==> src/rtl/rom_arb_pkg.sv <==
// Shared definitions for the ROM read arbiter: ID width helper, latency modes, in-flight tag.
// Pure declarations, no logic; tags carry the widest ID supported (8 requesters).
package rom_arb_pkg;

  localparam int RD_LAT_NOREG = 1;
  localparam int RD_LAT_REG   = 2;
  localparam int ID_MAX_W     = 3;

  function automatic int clog2(input int n);
    int r;
    r = 0;
    for (int v = n - 1; v > 0; v = v >> 1) r++;
    return (r < 1) ? 1 : r;
  endfunction

  typedef struct packed {
    logic                v;
    logic [ID_MAX_W-1:0] id;
  } tag_t;

endpackage

==> src/rtl/rr_arbiter.sv <==
// Round-robin picker: combinational one-hot grant, pointer advances past the winner on a grant.
// Zero latency; en=0 (downstream stall) suppresses the grant and holds the pointer.
module rr_arbiter
  import rom_arb_pkg::*;
#(
  parameter int NUM_REQ  = 4,
  parameter int ID_WIDTH = clog2(NUM_REQ)
) (
  input  logic                clk,
  input  logic                rst_n,
  input  logic                en,
  input  logic [NUM_REQ-1:0]  req_valid,
  output logic                grant_vld,
  output logic [NUM_REQ-1:0]  grant_oh,
  output logic [ID_WIDTH-1:0] grant_idx
);

  logic [ID_WIDTH-1:0] rr_ptr_q, rr_ptr_d;
  logic [ID_WIDTH:0]   idx;
  logic [ID_WIDTH:0]   nxt;
  logic [ID_WIDTH-1:0] win;
  logic                found;

  always_comb begin
    found = 1'b0;
    win   = '0;
    idx   = '0;
    // Scan from rr_ptr, wrapping modulo NUM_REQ; the first requester seen wins.
    for (int k = 0; k < NUM_REQ; k++) begin
      idx = {1'b0, rr_ptr_q} + (ID_WIDTH+1)'(k);
      if (idx >= (ID_WIDTH+1)'(NUM_REQ)) idx = idx - (ID_WIDTH+1)'(NUM_REQ);
      if (!found && req_valid[idx[ID_WIDTH-1:0]]) begin
        found = 1'b1;
        win   = idx[ID_WIDTH-1:0];
      end
    end
  end

  always_comb begin
    grant_vld = en & found;
    grant_idx = win;
    grant_oh  = '0;
    if (grant_vld) grant_oh[win] = 1'b1;
    nxt = {1'b0, win} + 1'b1;
    if (nxt == (ID_WIDTH+1)'(NUM_REQ)) nxt = '0;
    rr_ptr_d = grant_vld ? nxt[ID_WIDTH-1:0] : rr_ptr_q;
  end

  always_ff @(posedge clk or negedge rst_n) begin
    if (!rst_n) rr_ptr_q <= '0;
    else        rr_ptr_q <= rr_ptr_d;
  end

endmodule

==> src/rtl/rom_read_arbiter.sv <==
// Shares one ROM among NUM_REQ requesters; each response returns RD_LATENCY clocks after its grant with its requester ID.
// A response stall drops rom_clk_en and all req_ready, freezing the ROM and the tag pipe so nothing is lost.
module rom_read_arbiter
  import rom_arb_pkg::*;
#(
  parameter int NUM_REQ    = 4,
  parameter int ADDR_WIDTH = 10,
  parameter int DATA_WIDTH = 32,
  parameter int RD_LATENCY = RD_LAT_REG,
  parameter int ID_WIDTH   = clog2(NUM_REQ)
) (
  input  logic                          clk,
  input  logic                          rst_n,
  input  logic [NUM_REQ-1:0]            req_valid,
  input  logic [NUM_REQ*ADDR_WIDTH-1:0] req_addr,
  output logic [NUM_REQ-1:0]            req_ready,
  output logic                          rsp_valid,
  output logic [ID_WIDTH-1:0]           rsp_id,
  output logic [DATA_WIDTH-1:0]         rsp_data,
  input  logic                          rsp_ready,
  output logic [ADDR_WIDTH-1:0]         rom_addr,
  output logic                          rom_clk_en,
  input  logic [DATA_WIDTH-1:0]         rom_rd_data,
  output logic                          busy
);

  tag_t                tag_q [RD_LATENCY];
  tag_t                tag_d [RD_LATENCY];
  logic                stall;
  logic                grant_vld;
  logic [ID_WIDTH-1:0] grant_idx;
  logic                unused_tag_id;

  assign stall      = rsp_valid & ~rsp_ready;
  assign rom_clk_en = ~stall;

  // Gating with rst_n keeps req_ready low while reset is held.
  rr_arbiter #(
    .NUM_REQ  (NUM_REQ),
    .ID_WIDTH (ID_WIDTH)
  ) u_rr (
    .clk       (clk),
    .rst_n     (rst_n),
    .en        (~stall & rst_n),
    .req_valid (req_valid),
    .grant_vld (grant_vld),
    .grant_oh  (req_ready),
    .grant_idx (grant_idx)
  );

  always_comb begin
    rom_addr = '0;
    if (grant_vld) rom_addr = req_addr[grant_idx*ADDR_WIDTH +: ADDR_WIDTH];
  end

  always_comb begin
    tag_d = tag_q;
    if (!stall) begin
      tag_d[0].v  = grant_vld;
      tag_d[0].id = '0;
      tag_d[0].id[ID_WIDTH-1:0] = grant_idx;
      for (int k = 1; k < RD_LATENCY; k++) tag_d[k] = tag_q[k-1];
    end
  end

  always_ff @(posedge clk or negedge rst_n) begin
    if (!rst_n) begin
      for (int k = 0; k < RD_LATENCY; k++) tag_q[k] <= '0;
    end else begin
      tag_q <= tag_d;
    end
  end

  always_comb begin
    busy = 1'b0;
    for (int k = 0; k < RD_LATENCY; k++) busy = busy | tag_q[k].v;
  end

  assign rsp_valid     = tag_q[RD_LATENCY-1].v;
  assign rsp_id        = tag_q[RD_LATENCY-1].id[ID_WIDTH-1:0];
  assign rsp_data      = rom_rd_data;
  assign unused_tag_id = ^tag_q[RD_LATENCY-1].id;

endmodule
==> config.mk <==
export PLATFORM = sky130hd
export DESIGN_NAME = rom_read_arbiter
export DESIGN_NICKNAME = d
export VERILOG_FILES = /design/src/rtl/rom_arb_pkg.sv /design/src/rtl/rr_arbiter.sv /design/src/rtl/rom_read_arbiter.sv
export SDC_FILE = /design/constraint.sdc
export NUM_CORES = 1
export LEC_CHECK = 0
export BUFFER_PORTS_ARGS = -buffer_cell sky130_fd_sc_hd__buf_2
export CORE_MARGIN = 1.5
export CORE_UTILIZATION = 34
export DETAILED_ROUTE_END_ITERATION = 6
export PLACE_DENSITY = 0.92
export SYNTH_ARGS = -nofsm -noshare
export SYNTH_HDL_FRONTEND = slang
export SYNTH_HIERARCHICAL = 1
export SYNTH_SLANG_ARGS = --single-unit
==> constraint.sdc <==
create_clock -name clk -period 2.2 [get_ports clk]
set_clock_uncertainty 0.05 [all_clocks]
set_input_delay 0.11 -clock clk [delete_from_list [all_inputs] [get_ports clk]]
set_output_delay 0.11 -clock clk [all_outputs]
set_load 0.01 [all_outputs]
# Yosys cells after proc, flatten, opt, wreduce, memory -nomap -nowiden

Cells that the tools add are included.

$add $sub $neg: 8
Multiply operators: 1
Magnitude comparators: 10
Eq/ne operators: 1
Shift operators: 1
Muxes and demuxes: 25
Bitwise operators: 6
Reduce and logical (&&, ||, !) cells: 7

Operators with widths:

| operator                                            | count |
|---|---|
| indexed part select 40 x 7 -> 10 bit                | 1 |
| 2-to-1 mux 2 bit                                    | 9 |
| < comparator 2 x 3 -> 1 bit, second input constant  | 5 |
| 2-to-1 mux 10 bit                                   | 1 |
| >= comparator 3 bit, second input constant          | 3 |
| 2-to-1 mux 1 bit                                    | 9 |
| binary-select mux 1 bit (select 2 bit)              | 4 |
| subtractor 2 x 1 -> 2 bit, second input constant    | 4 |
| adder 2 x 1 -> 3 bit, second input constant         | 2 |
| adder 2 x 2 -> 3 bit, second input constant         | 2 |
| multiplier 2 x 3 -> 5 bit, second input constant    | 1 |
| logical AND 1 bit                                   | 4 |
| 2-to-1 mux 4 bit                                    | 1 |
| AND 1 bit                                           | 3 |
| == test 3 bit, second input constant                | 1 |
| >= comparator 2 x 3 -> 1 bit, second input constant | 1 |
| logical NOT 1 bit                                   | 3 |
| demux 1 bit (select 2 bit)                          | 1 |
| >= comparator 2 x 1 -> 1 bit, second input constant | 1 |
| NOT 1 bit                                           | 2 |
| bitwise OR 1 bit                                    | 1 |

Bits in registers: 8
Bits of input ports: 79
Output and inout port bits: 51
Logic and storage cells: 64

# Longest topological paths before layout

Gate-level depths: netlist of the first run.

Depth in word-level cells: 19
Mapped depth: 7
Mapped depth without buffers: 6

# By module

Netlist of the first run, hierarchy kept.

Modules (own cells, without submodules):

| module           | times used | cells an instance | area each (sq um) | seq. area each (sq um) |
|---|---|---|---|---|
| rom_read_arbiter | 1          | 87                | 852.1             | 150.1 |
| rr_arbiter       | 1          | 31                | 274.0             | 50.0 |

# Least setup slack after synthesis of the first run

No wires, ideal clock.

Path type: register to output
Start: register u_rr.rr_ptr_q[1]
End: output port rom_addr[0]
Data arrival time: 1496 ps
Data required time: 2040 ps
Slack: 544 ps
Cell stages (with the launch flop): 8
Path buffers: 2
Path through: dfrtp_1 a21oi_1 o21a_1 o22a_1 buf_6 buf_12 mux2i_1 o22ai_1

Word-level cells in the longest chain between the ends: 17
Elaborated cells between the ends (all ways): 41
Those cells by class: 7 x add/sub; 1 x mul; 4 x order compare; 1 x shift; 21 x mux; 1 x bitwise; 6 x reduce/logical

RTL lines:

| what                                                          | RTL line               | text |
|---|---|---|
| start, declared                                               | rr_arbiter.sv:18       | `logic [ID_WIDTH-1:0] rr_ptr_q, rr_ptr_d;` |
| start signal, assigned                                        | rr_arbiter.sv:51       | `else rr_ptr_q <= rr_ptr_d;` |
| branches (longest 13 deep; another with adder 2 x 1 -> 3 bit) | n/a                    |  |
| 2-to-1 mux 2 bit *                                            | rr_arbiter.sv:32       | `if (!found && req_valid[idx[ID_WIDTH-1:0]]) begin` |
| named net grant_idx[1]                                        | rom_read_arbiter.sv:31 | `logic [ID_WIDTH-1:0] grant_idx;` |
| multiplier 2 x 3 -> 5 bit *                                   | rom_read_arbiter.sv:53 | `if (grant_vld) rom_addr = req_addr[grant_idx*ADDR_WIDTH +: ADDR_WIDTH];` |
| indexed part select 40 x 7 -> 10 bit *                        | rom_read_arbiter.sv:53 |  |
| 2-to-1 mux 10 bit *                                           | rom_read_arbiter.sv:53 |  |
| end, declared                                                 | rom_read_arbiter.sv:21 | `output logic [ADDR_WIDTH-1:0] rom_addr,` |

Mark *: on every way through the listed nets, which the timed path passes. The select of a mux whose other input is x is not followed.

# Final worst setup path of the first run

Start: register u_rr.rr_ptr_q[1]
End: output port rom_addr[5]

The elaborated chain is that of the path after synthesis.

==> results.py, run 1 <==
metrics = {
    "synth": {
        "ys_seq_area_share_pct": 17.8,
        "synth-compound-area-share_pct": 12.9,
        "postSynthNetCount": 201,
        "yosys-top-cells-count": "sky130_fd_sc_hd__buf_4, sky130_fd_sc_hd__mux2i_1, sky130_fd_sc_hd__o22ai_1, sky130_fd_sc_hd__dfrtp_1, sky130_fd_sc_hd__mux2_4",
        "ys_ff_latch": 8,
        "synth_top_flop_cell": "sky130_fd_sc_hd__dfrtp_1",
        "synth_top_family_by_area": "buffers and inverters",
        "synth_xor_area_share_pct": 0,
        "ys_async_sr_fraction_pct": 100,
        "synth_area_per_cell_sq_um": 9.54,
        "syn-instance-count": 118,
        "synth_fa_ha_area_share_pct": 4.44,
        "synth.area.mux_share_pct": 25.3,
        "synth.largest_area_cell": "sky130_fd_sc_hd__buf_4",
        "netlist-cell-type-count": 29,
        "synth.most_common_cell": "sky130_fd_sc_hd__buf_4",
        "synth_top_area_share_pct": 22.7,
        "yosys.area_share.simple_pct": 10.3,
        "mappedNetlistArea_sq_um": 1130,
        "yosys_warnings": 6,
        "synth_edf_count": 0,
        "cell_types_occupying_the_most_area_after_synthesis": "sky130_fd_sc_hd__buf_4, sky130_fd_sc_hd__mux2i_1, sky130_fd_sc_hd__dfrtp_1, sky130_fd_sc_hd__mux2_4, sky130_fd_sc_hd__o22ai_1",
    },
    "global_route": {
        "global_route.overflow_total": 0,
        "grt_pass1_vias": 787,
        "antenna_violations_before_repair": 0,
        "pin_count_of_the_biggest_net_entering_global_routing": 12,
        "grt_first_pass_wirelength_um": 3460,
        "gr-usage-all-layers_pct": 12.7,
    },
    "route": {
        "detailroute.via_count": 946,
        "route.detailed.vias_per_inst": 4.85,
        "route.detailed.wl_per_inst_um": 13.0,
        "antenna_violating_nets_post_route": 0,
        "drtPass1Iterations": 4,
        "drc_errors": 0,
        "post_route_wl_um": 2540,
        "dr.first_iter.drc_count": 25,
    },
    "clock_network": {
        "tritoncts.num_buffers": 3,
        "cts.sink_count": 8,
        "post-cts-setup-buffers": 0,
        "cts.reportedPaths.clkPinSlew_ps": 50,
        "cts.htree.levels": 1,
        "cts_tree": "done",
        "clock_tree.buffer_depth": 2,
        "clk_latency_ps": 240,
        "cts-root-buf": "sky130_fd_sc_hd__clkbuf_4",
    },
    "final_layout": {
        "drive_gt1_share_pct": 55.6,
        "fillers": 341,
        "area_growth_pct": 11.4,
        "design.final.nets": 236,
        "antenna_cells": 0,
    },
    "power_and_ir_drop": {
        "power.sequential.fraction_pct": 25.2,
        "power.leakage_nw": 0.682,
        "worst_ir_drop_vdd_mv": 0.200,
        "combinationalPowerShare_pct": 64.4,
        "net-switching-power_uw": 415,
        "netSwitchingFraction_pct": 40.2,
        "power.share.clock_pct": 10.4,
        "power_density_nw_per_um2": 823,
        "internal-power_uw": 618,
        "total_power_mw": 1.03,
    },
    "place": {
        "port_buffers": 65,
        "hpwl_um": 2080,
        "gp_routability_congestion": 0.714,
    },
    "die": {
        "chipHeight_um": 60.6,
        "placement_rows": 20,
        "design.die.area_sq_um": 3670,
        "initial_utilization_pct": 36.3,
        "core_region_area_sq_um": 3100,
        "chipWidth_um": 60.6,
        "ioPinCount": 130,
    },
    "timing": {
        "hold_violations": 0,
        "grt_setup_unrepaired": "no",
        "setup_tns_ps": 0,
        "final_setup_violation_count": 0,
        "period_needed_ps": 2050,
        "maxClockFrequency_mhz": 488,
        "finalCritPeriodShare_pct": 93.2,
        "timing.max_slew.rel_slack_pct": 85.2,
        "worst_slew_pin_slew_ps": 216,
        "count_of_final_max_slew_check_failures": 0,
    },
    "setup_path": {
        "critPathCaptureType": "output pin",
        "cp_slowest_stage_delay_ps": 440,
        "setup.worst_path.class": "register to output pin",
        "highest_delay_cell_along_the_critical_path": "sky130_fd_sc_hd__dfrtp_1",
        "critical-path-top-delay-family": "compound AO/OA/AOI/OAI gates",
        "cp_max_fo": 9,
        "path_buf_inv": 2,
        "cp_data_arrival_time_ps": 1890,
        "worstSetupStartpointType": "register",
        "path_cells": "a21oi_1, o21a_1, o22a_2, buf_4, mux2i_1, o22ai_1, buf_2",
        "required_ps": 2040,
    },
    "run": {
        "max_cap_viol_count": 0,
    },
    "hold_path": {
        "hold_class": "input port to output pin",
    },
    "outcome": {
        "outcome": "completed",
    },
}
## flip-flops by register name, indices dropped and copies added (netlist names)
register and count:
rsp_valid 1, tag_q 3, rsp_id 2, u_rr/rr_ptr_q 2
## final cells by class
cell class              count  area [sq um]  share of cell area (%)
multi-input cells          68           608                    48.5
repair buffers             69           358                    28.5
flip-flops and latches      8           200                    16.0
well taps                  44          55.1                    4.39
clock buffers               3          22.5                    1.79
inverters                   3          11.3                   0.897
## per-stage QoR
stage | instance area (sq um) | cells | hold WS, ps | utilization, % | setup slack, ps
2_1_floorplan | 1130 | 118 | -236 | - | 544
3_3_place_gp | 1210 | 191 | -88.3 | 39.0 | 307
3_5_place_dp | 1210 | 191 | -83.4 | 39.0 | 241
4_1_cts | 1250 | 195 | 170 | 40.2 | 36.1
5_1_grt | 1250 | 195 | 170 | 40.4 | 13.0
6_report | 1250 | 195 | 170 | 40.4 | 151
## power by group through the flow
stage / registers, mW / logic [mW] / clock network, mW
after floorplan: 0.248 / 0.595 / 0
after global placement: 0.257 / 0.644 / 0
after detailed placement: 0.260 / 0.658 / 0
after CTS: 0.260 / 0.663 / 0.113
after global routing: 0.267 / 0.725 / 0.124
final: 0.260 / 0.665 / 0.107
## metal layers
layer | part of all wire (%) | vias to the layer above | track usage [%]
met4 | 2.7 | 0 | 6.83
met1 | 37 | 437 | 13.6
li1 | - | 453 | -
met3 | 7.8 | 12 | 2.35
met2 | 53 | 44 | 23.6
met5 | 0 | - | 0
## layout by cell type (no fill, tap or decap), types with 2 or more instances in the layout
master                      n
sky130_fd_sc_hd__buf_4      3
sky130_fd_sc_hd__dfrtp_1    8
sky130_fd_sc_hd__mux2_4     5
sky130_fd_sc_hd__o22ai_1   11
sky130_fd_sc_hd__or2_2      2
sky130_fd_sc_hd__and2_1     4
sky130_fd_sc_hd__clkbuf_4   3
sky130_fd_sc_hd__buf_2     65
sky130_fd_sc_hd__nand2_1    3
sky130_fd_sc_hd__ha_1       4
sky130_fd_sc_hd__mux2i_1   21
sky130_fd_sc_hd__inv_1      3
sky130_fd_sc_hd__a21oi_1    2
## cells by family after synthesis
group / Yosys count
buffers and inverters: 42
multiplexers: 26
AO/OA/AOI/OAI: 19
AND/OR/NAND/NOR: 19
flip-flops: 8
adder cells (fa/ha/maj): 4
## worst paths after layout
path                                    end              from  slack, ps  depth (start not counted)
setup / recovery                rom_addr[5]  u_rr/rr_ptr_q[1]        150                          7
min in group asynchronous          tag_q[4]             rst_n        190                          2
max in group asynchronous  u_rr/rr_ptr_q[0]             rst_n       1740                          2
hold / removal                 rsp_data[12]   rom_rd_data[12]        170                          0
setup reg to reg           u_rr/rr_ptr_q[1]  u_rr/rr_ptr_q[1]        560                          6
hold reg to reg                   rsp_id[0]          tag_q[4]        460                          1
## what timing repair did
action	in CTS	in global routing
endpoints found under the hold margin	8	0
resized for setup	1	3
endpoints found under the setup margin	10	10
hold buffers	1	0
Note: power is estimated with default switching activity, not from simulation.
==> run 2: changes to the inputs <==
CORE_UTILIZATION = 31   (was 34)
PLACE_DENSITY = 0.89   (was 0.92)
RECOVER_POWER = 100   (was default)
clock period = 1.7 ns   (was 2.2 ns; I/O delays follow)
==> run 2 against run 1 <==
The run now ends with negative setup slack left. Largest cell class unchanged. Highest routed layer unchanged. Clock power increased by 30%. Critical endpoint is now req_ready[1]. Combinational power increased by 74%. Hold slack got worse by 50 ps. Clock-buffer cell count unchanged. Register-to-register slack got worse by 560 ps.
==> results.py, run 2 (synthesis gave the netlist of run 1 again) <==
metrics = {
    "setup_path": {
        "path_cells": "buf_4, mux2i_1, nand2_1, and4_1, buf_4, ha_1, and2_1, buf_2",
        "cp_max_fo": 3,
        "highest_delay_cell_along_the_critical_path": "sky130_fd_sc_hd__dfrtp_1",
        "setup.worst_path.class": "register to output pin",
        "worst_r2r_endpoint": "u_rr/rr_ptr_q[1]",
        "critPathCaptureType": "output pin",
        "worstSetupStartpointType": "register",
        "cp_slowest_stage_delay_ps": 400,
        "path_buf_inv": 3,
        "r2r_start": "u_rr/rr_ptr_q[1]",
        "cpMostUsedCell": "sky130_fd_sc_hd__buf_4",
        "r2r_cells": 8,
        "reg2reg_slack_ps": 0,
        "required_ps": 1560,
        "critical-path-top-delay-family": "buffers and inverters",
        "cp_data_arrival_time_ps": 1820,
    },
    "timing": {
        "setup_tns_ps": -3050,
        "finalCritPeriodShare_pct": 115,
        "count_of_final_max_slew_check_failures": 0,
        "period_needed_ps": 1950,
        "worst_slew_pin_slew_ps": 413,
        "final_setup_violation_count": 15,
        "grt_setup_unrepaired": "yes",
        "hold_violations": 0,
        "maxClockFrequency_mhz": 512,
        "timing.max_slew.rel_slack_pct": 72.5,
        "final_critical_path_setup_slack_ps": -251,
    },
    "global_route": {
        "gr-usage-all-layers_pct": 12.8,
        "grt_first_pass_wirelength_um": 4140,
        "pin_count_of_the_biggest_net_entering_global_routing": 11,
        "global_route.overflow_total": 0,
        "antenna_violations_before_repair": 0,
        "grt_pass1_vias": 929,
    },
    "route": {
        "drt-met1-wl_um": 1100,
        "drtPass1Iterations": 4,
        "post_route_wl_um": 2720,
        "top_layer": "met4",
        "drc_errors": 0,
        "route.detailed.wl_per_inst_um": 12.5,
        "antenna_violating_nets_post_route": 0,
        "detailroute.via_count": 1003,
        "dr.first_iter.drc_count": 30,
        "wl_met2_um": 1390,
        "wl_met3_um": 223,
        "route.detailed.vias_per_inst": 4.62,
    },
    "final_layout": {
        "final_cell_mix": "sky130_fd_sc_hd__buf_2, sky130_fd_sc_hd__mux2i_1, sky130_fd_sc_hd__buf_4, sky130_fd_sc_hd__o22ai_1, sky130_fd_sc_hd__dfrtp_1",
        "drive_gt1_share_pct": 57.3,
        "largest_register": "tag_q",
        "largest_register_ff_count": 3,
        "layout.cells.most_common": "sky130_fd_sc_hd__buf_2",
        "fillers": 355,
        "area_growth_pct": 29.0,
        "design.final.nets": 256,
        "antenna_cells": 0,
    },
    "die": {
        "initial_utilization_pct": 33.0,
        "chipHeight_um": 63.3,
        "design.die.area_sq_um": 4000,
        "ioPinCount": 130,
        "core_region_area_sq_um": 3420,
        "chipWidth_um": 63.3,
        "placement_rows": 21,
    },
    "clock_network": {
        "cts.htree.levels": 1,
        "clk_latency_ps": 240,
        "cts-root-buf": "sky130_fd_sc_hd__clkbuf_4",
        "cts_tree": "done",
        "cts.sink_count": 8,
        "tritoncts.num_buffers": 3,
        "clock_tree.buffer_depth": 2,
        "cts.reportedPaths.clkPinSlew_ps": 50,
    },
    "hold_path": {
        "hold_depth": 0,
        "hold_class": "input port to output pin",
        "worstHoldStart": "rom_rd_data[0]",
        "worstHoldEndpoint": "rsp_data[0]",
    },
    "place": {
        "post-place-ws_ps": -94.9,
        "gp_routability_congestion": 0.826,
        "port_buffers": 65,
        "hpwl_um": 1960,
    },
    "outcome": {
        "violations": "negative setup slack",
        "outcome": "complete, but fails checks",
    },
    "run": {
        "max_cap_viol_count": 0,
    },
    "power_and_ir_drop": {
        "worst_ir_drop_vdd_mv": 0.419,
        "power.leakage_nw": 0.767,
        "power_density_nw_per_um2": 1120,
    },
}
## run 2: cell types whose count changed in the layout (fill, tap and decap cells not counted), sizes merged
cell	before	now
clkbuf	3	11
buf	68	80
## run 2: cell type report
cell class / count / area (sq um) / area share [%]
Multi-Input combinational cell: 68 / 612 / 42.1
Sequential cell: 8 / 200 / 13.8
Inverter: 3 / 11.3 / 0.775
Tap cell: 46 / 57.6 / 3.96
Clock buffer: 3 / 22.5 / 1.55
Timing Repair Buffer: 89 / 549 / 37.8
## run 2: worst max-delay path by stage
stage,start,to,slack [ps],cells past startpoint
2_1_floorplan,u_rr/rr_ptr_q[1],rom_addr[0],70,7
3_3_place_gp,req_valid[2],rom_addr[6],-70,6
3_5_place_dp,req_valid[2],rom_addr[8],-90,6
4_1_cts,u_rr/rr_ptr_q[0],req_ready[3],-230,7
5_1_grt,u_rr/rr_ptr_q[0],rom_addr[4],-340,7
6_report,u_rr/rr_ptr_q[1],req_ready[1],-250,8
## run 2: what timing repair did
item,4_1_cts,5_1_grt
hold buffers,1,0
pin swaps,2,3
endpoints found under the setup margin,14,16
resized for setup,8,3
endpoints found under the hold margin,8,0
cloned,2,0
buffers inserted,6,0
## run 2: routing by layer
layer	global-route usage, %	vias to the layer above
li1	-	495
met1	15.5	454
met2	23.0	48
met3	1.61	6
met4	4.62	0
met5	0	-
## run 2: worst reg2reg max path, delay by kind of cell, from the launching register on
kind	cells	cell delay, ps
AO/OA/AOI/OAI	1	60
adder cells (fa/ha/maj)	1	300
buffers and inverters	2	290
flip-flops	1	400
multiplexers	1	160
AND/OR/NAND/NOR	3	330
## run 2: where the power goes
part | total, mW | internal, mW | switching, mW
combinational | 1.16 | 0.653 | 0.505
sequential | 0.324 | 0.269 | 0.0552
clock | 0.139 | 0.0804 | 0.0582
## run 2: stage by stage
step	utilization (%)	cells	hold slack, ps	cell area (sq um)	total power [mW]
after floorplan	-	118	-261	1130	1.09
after global placement	38.5	205	-49.6	1320	1.27
after detailed placement	38.5	205	-44.9	1320	1.29
after CTS	43.1	217	120	1470	1.66
after global routing	42.5	217	120	1450	1.75
final	42.5	217	120	1450	1.62
